==> config.mk <==
export PLATFORM = sky130hd
export DESIGN_NAME = floor_uart_reporter
export DESIGN_NICKNAME = d
export VERILOG_FILES = /design/src/rtl/floor_uart_reporter.sv
export SDC_FILE = /design/constraint.sdc
export NUM_CORES = 1
export LEC_CHECK = 0
export BUFFER_PORTS_ARGS = -buffer_cell sky130_fd_sc_hd__buf_2
export CORE_MARGIN = 2
export CORE_UTILIZATION = 53
export DETAILED_ROUTE_END_ITERATION = 10
export PLACE_DENSITY = 0.82
export RECOVER_POWER = 100
export SYNTH_ARGS = -nofsm -noshare
export SYNTH_HDL_FRONTEND = slang
export SYNTH_SLANG_ARGS = --single-unit
==> constraint.sdc <==
create_clock -name clk -period 1.9 [get_ports clk]
set_clock_uncertainty 0.15 [all_clocks]
set_input_delay 0.19 -clock clk [delete_from_list [all_inputs] [get_ports clk]]
set_output_delay 0.19 -clock clk [all_outputs]
set_load 0.01 [all_outputs]
==> src/rtl/floor_uart_reporter.sv <==
// 8N1 UART reporter: sends high digit, low digit, CR, LF LSB-first
// whenever the digit pair changes or a resend is requested.
module floor_uart_reporter #(
  parameter int CLKS_PER_BIT = 434
) (
  input  logic       clk,
  input  logic       reset,
  input  logic [7:0] asciiHigh,
  input  logic [7:0] asciiLow,
  input  logic       forceSend,
  output logic       txd,
  output logic       busy,
  output logic       frameDone
);

  localparam int BYTES = 4;
  localparam int CW = $clog2(CLKS_PER_BIT);
  localparam logic [CW-1:0] LAST_CNT = CW'(CLKS_PER_BIT - 1);
  localparam logic [1:0] LAST_BYTE = 2'(BYTES - 1);

  typedef enum logic [2:0] {
    IDLE, START, DATA, STOP, DONE
  } state_t;

  state_t        state;
  logic [CW-1:0] cnt;
  logic [2:0]    bit_idx;
  logic [1:0]    byte_idx;
  logic [15:0]   frame_buf;
  logic [15:0]   last_sent;
  logic          pending;
  logic [7:0]    cur_byte;
  logic [15:0]   pair;
  logic          trigger;
  logic          bit_end;
  logic [2:0]    next_bit;

  assign pair     = {asciiHigh, asciiLow};
  assign trigger  = (pair != last_sent) | forceSend | pending;
  assign bit_end  = (cnt == LAST_CNT);
  assign next_bit = bit_idx + 3'd1;

  always_comb begin
    cur_byte = 8'h0A;
    unique case (byte_idx)
      2'd0: cur_byte = frame_buf[15:8];
      2'd1: cur_byte = frame_buf[7:0];
      2'd2: cur_byte = 8'h0D;
      2'd3: cur_byte = 8'h0A;
    endcase
  end

  always_ff @(posedge clk or posedge reset) begin
    if (reset) begin
      state     <= IDLE;
      cnt       <= '0;
      bit_idx   <= '0;
      byte_idx  <= '0;
      frame_buf <= 16'h3030;
      last_sent <= 16'h3030;
      pending   <= 1'b0;
      txd       <= 1'b1;
      busy      <= 1'b0;
      frameDone <= 1'b0;
    end else begin
      // resend requests outside IDLE collapse into one pending flag
      if (state != IDLE && forceSend)
        pending <= 1'b1;
      unique case (state)
        IDLE: begin
          txd       <= 1'b1;
          busy      <= 1'b0;
          frameDone <= 1'b0;
          if (trigger) begin
            frame_buf <= pair;
            last_sent <= pair;
            pending   <= 1'b0;
            byte_idx  <= '0;
            cnt       <= '0;
            txd       <= 1'b0;
            busy      <= 1'b1;
            state     <= START;
          end
        end
        START: begin
          if (bit_end) begin
            cnt     <= '0;
            bit_idx <= '0;
            txd     <= cur_byte[0];
            state   <= DATA;
          end else begin
            cnt <= cnt + CW'(1);
          end
        end
        DATA: begin
          if (bit_end) begin
            cnt <= '0;
            if (bit_idx == 3'd7) begin
              txd   <= 1'b1;
              state <= STOP;
            end else begin
              bit_idx <= next_bit;
              txd     <= cur_byte[next_bit];
            end
          end else begin
            cnt <= cnt + CW'(1);
          end
        end
        STOP: begin
          if (bit_end) begin
            cnt <= '0;
            if (byte_idx == LAST_BYTE) begin
              busy      <= 1'b0;
              frameDone <= 1'b1;
              txd       <= 1'b1;
              state     <= DONE;
            end else begin
              byte_idx <= byte_idx + 2'd1;
              txd      <= 1'b0;
              state    <= START;
            end
          end else begin
            cnt <= cnt + CW'(1);
          end
        end
        DONE: begin
          frameDone <= 1'b0;
          txd       <= 1'b1;
          state     <= IDLE;
        end
        default: state <= IDLE;
      endcase
    end
  end

endmodule

==> metrics.yaml <==
grt_first_pass_wirelength_um: 9720
layout_min_cycle_time_ns: 2.06
grt.total_usage: 0.283
detailed_place_hpwl_um: 4000
number_of_global_route_vias_before_repair: 2023
worstPathMaxFanout: 11
postSynthAreaPerCell_um2: 9.95
wirelength_um: 6560
violations: "setup timing"
cts_made_buffers: 5
synth.yosys.seq_area_share: 0.418
core_area_um2: 4030
synth.distinct_cells: 48
tritoncts: "done"
total_power_consumption_of_the_routed_design_mw: 1.51
power_density_nw_per_um2: 497
r2r_end: "last_sent[9]"
nets: 327
timing.reg2reg.worst_path_depth: 6
clock_sinks: 37
leakagePower_nw: 1.37
cp_capture_type: "register"
outcome: "finished, violations left"
dr_total_vias: 2172
reg2reg_setup_slack_ns: -0.16
ys_warn_count: 0
timing_worst_slew_pin_value_ns: 0.903
cts.path.max_buffers: 2
cts.root.buffer_cell: "sky130_fd_sc_hd__clkbuf_8"
worst-endpoint-arrival_ns: 2.09
drive_gt1_frac: 0.395
grt_max_degree: 38
floorplan.initialDensity: 0.553
fin_ws_ns: -0.161
mappedNetlistNets: 251
setup.worst_path.start_class: "register"
peak_ir_drop_on_the_vdd_network_uv: 459
maxSlewViolCount: 0
setup-violations-final: 25
drt-initial-drc-count: 240
hp-class: "in -> reg"
clk_pin_slew_worst_paths_ns: 0.07
routedWlPerCell_um: 18.7
final_cells: 351
ant_diodes: 0
timing.max_cap.violations: 0
clock.fmax_mhz: 485
synthCells: 224
gp_routability_congestion: 0.855
postRouteAntennaNets: 0
startpoint: "last_sent[12]"
ys.flop_type: "sky130_fd_sc_hd__dfrtp_1"
final_cell_mix: "sky130_fd_sc_hd__buf_4, sky130_fd_sc_hd__dfrtp_1, sky130_fd_sc_hd__nand2_1, sky130_fd_sc_hd__buf_2, sky130_fd_sc_hd__xnor2_1"
timing.setup.critical_path_class: "reg -> reg"
drt-pass1-iter-count: 6
synth_enable_flop_cells: 0
worstPathRequired_ns: 1.93
post_synth_instance_area_um2: 2230
grt_antenna_before_repair: 0
fp.dieW_um: 68.9
via_per_inst: 6.19
clk_latency_ns: 0.29
synth-seq-cells: 37
cts_max_level: 2
area_growth_from_synthesis_to_layout_pct: 36.5
placedCellCount: 329
number_of_port_buffers: 21
timing.rr.start: "last_sent[12]"
grt_setup_unrepaired: "true"
timing_hold_violations_final: 0
period_utilization: 1.08
post-route-drc-count: 0
postSynth.asyncResetShare: 1.00
layout_commonest_cell: "sky130_fd_sc_hd__buf_4"
worst_slew_margin_rel: 0.398
die_height_um: 68.9
row_count: 23
setup.worst_path.end: "last_sent[9]"
grt-ovfl-total: 0
io-pin-count: 22
die_area_um2: 4740
flip-flops by register name, summed over array words and instances, names as in the netlist:
register	count
bit_idx	3
frameDone	1
busy	1
last_sent	16
pending	1
cnt	9
txd	1
byte_idx	2
state	3
cells in the mapped netlist, types with 2 or more instances:
library cell | number | area share
sky130_fd_sc_hd__nand4_1 | 3 | 0.0084
sky130_fd_sc_hd__nor3_1 | 4 | 0.0090
sky130_fd_sc_hd__nor4_1 | 2 | 0.0056
sky130_fd_sc_hd__a41oi_1 | 6 | 0.024
sky130_fd_sc_hd__ha_1 | 8 | 0.045
sky130_fd_sc_hd__buf_6 | 2 | 0.010
sky130_fd_sc_hd__o22ai_1 | 3 | 0.0084
sky130_fd_sc_hd__xnor2_1 | 12 | 0.047
sky130_fd_sc_hd__dfrtp_1 | 32 | 0.36
sky130_fd_sc_hd__xor2_1 | 5 | 0.020
sky130_fd_sc_hd__nand3_1 | 11 | 0.025
sky130_fd_sc_hd__mux4_1 | 2 | 0.024
sky130_fd_sc_hd__nor2_1 | 11 | 0.019
sky130_fd_sc_hd__dfstp_2 | 5 | 0.059
sky130_fd_sc_hd__a31oi_1 | 9 | 0.025
sky130_fd_sc_hd__clkbuf_1 | 3 | 0.0051
sky130_fd_sc_hd__and3_1 | 3 | 0.0084
sky130_fd_sc_hd__a211o_1 | 3 | 0.012
sky130_fd_sc_hd__mux2_2 | 11 | 0.056
sky130_fd_sc_hd__nand4b_1 | 2 | 0.0079
sky130_fd_sc_hd__nand2b_1 | 2 | 0.0056
sky130_fd_sc_hd__mux2i_1 | 2 | 0.0090
sky130_fd_sc_hd__a21oi_1 | 7 | 0.016
sky130_fd_sc_hd__nand2_1 | 28 | 0.047
sky130_fd_sc_hd__inv_1 | 11 | 0.019
sky130_fd_sc_hd__nor3b_1 | 2 | 0.0067
sky130_fd_sc_hd__o21ai_0 | 13 | 0.029
sky130_fd_sc_hd__buf_4 | 2 | 0.0067
power by group:
group	switching, mW	leakage, nW	internal [mW]
logic	0.0571	0.905	0.0665
registers	0.00962	0.421	0.803
clock network	0.281	0.0455	0.296
total	0.347	1.37	1.17
how the worst min path moves through the flow:
stage / from / end / slack (ns) / cells after the start
2_1_floorplan: asciiHigh[2] / last_sent[10] / 0.15 / 2
3_3_place_gp: reset / byte_idx[0] / 0.17 / 3
3_5_place_dp: reset / frameDone / 0.18 / 3
4_1_cts: asciiLow[7] / last_sent[7] / 0.006 / 2
5_1_grt: asciiLow[7] / last_sent[7] / 0.009 / 2
6_report: asciiLow[3] / last_sent[3] / 0.008 / 2
routing by layer:
metal,up-vias,share of wire,track usage
met5,-,0,0
met3,36,0.061,0.0568
met1,1049,0.40,0.377
met4,0,0.041,0.103
met2,121,0.50,0.459
li1,966,-,-
kinds of logic (layout without fill, tap and decap cells):
logic type,Yosys count,count (layout),synth area share
and+or+nand+nor,77,77,0.180
AOI/OAI and AO/OA,50,50,0.158
DFF,37,37,0.418
buffers and inverters,20,97,0.0443
xor gates and xnor gates,17,17,0.0668
muxes,15,15,0.0881
adders and majority gates,8,8,0.0449
critical path: stages (launching register included):
cell	delay, ns
sky130_fd_sc_hd__dfstp_2	0.55
sky130_fd_sc_hd__xor2_2	0.07
sky130_fd_sc_hd__nor4_2	0.38
sky130_fd_sc_hd__and3_4	0.29
sky130_fd_sc_hd__a21oi_4	0.08
sky130_fd_sc_hd__buf_12	0.16
sky130_fd_sc_hd__mux2_2	0.27
what timing repair did:
action | 4_1_cts | 5_1_grt
gates resized for setup | 11 | 24
pin swaps | 7 | 15
endpoints found under the hold margin | 38 | 0
hold buffers | 7 | 0
setup buffers | 5 | 2
setup endpoints to repair | 24 | 29
layout make-up:
class,count,area [um2]
Multi-Input combinational cell,167,1350
Fill cell,238,985
Sequential cell,37,932
Timing Repair Buffer,77,569
Clock buffer,8,90.1
Tap cell,50,62.6
Inverter,12,45.0
metrics by stage:
step                utilization  instance area [um2]  TNS [ns]  setup WS, ns  hold slack (ns)
detailed placement        0.663                 2670     -1.22        -0.129            0.176
global route              0.756                 3040     -4.50        -0.234          0.00937
global placement          0.663                 2670    -0.440       -0.0582            0.170
finish                    0.756                 3040     -2.85        -0.161          0.00769
CTS                       0.724                 2920    -0.243        -0.121          0.00632
floorplan                     -                 2230   -0.0672       -0.0672            0.145
Note: power is estimated with default switching activity, not from simulation.
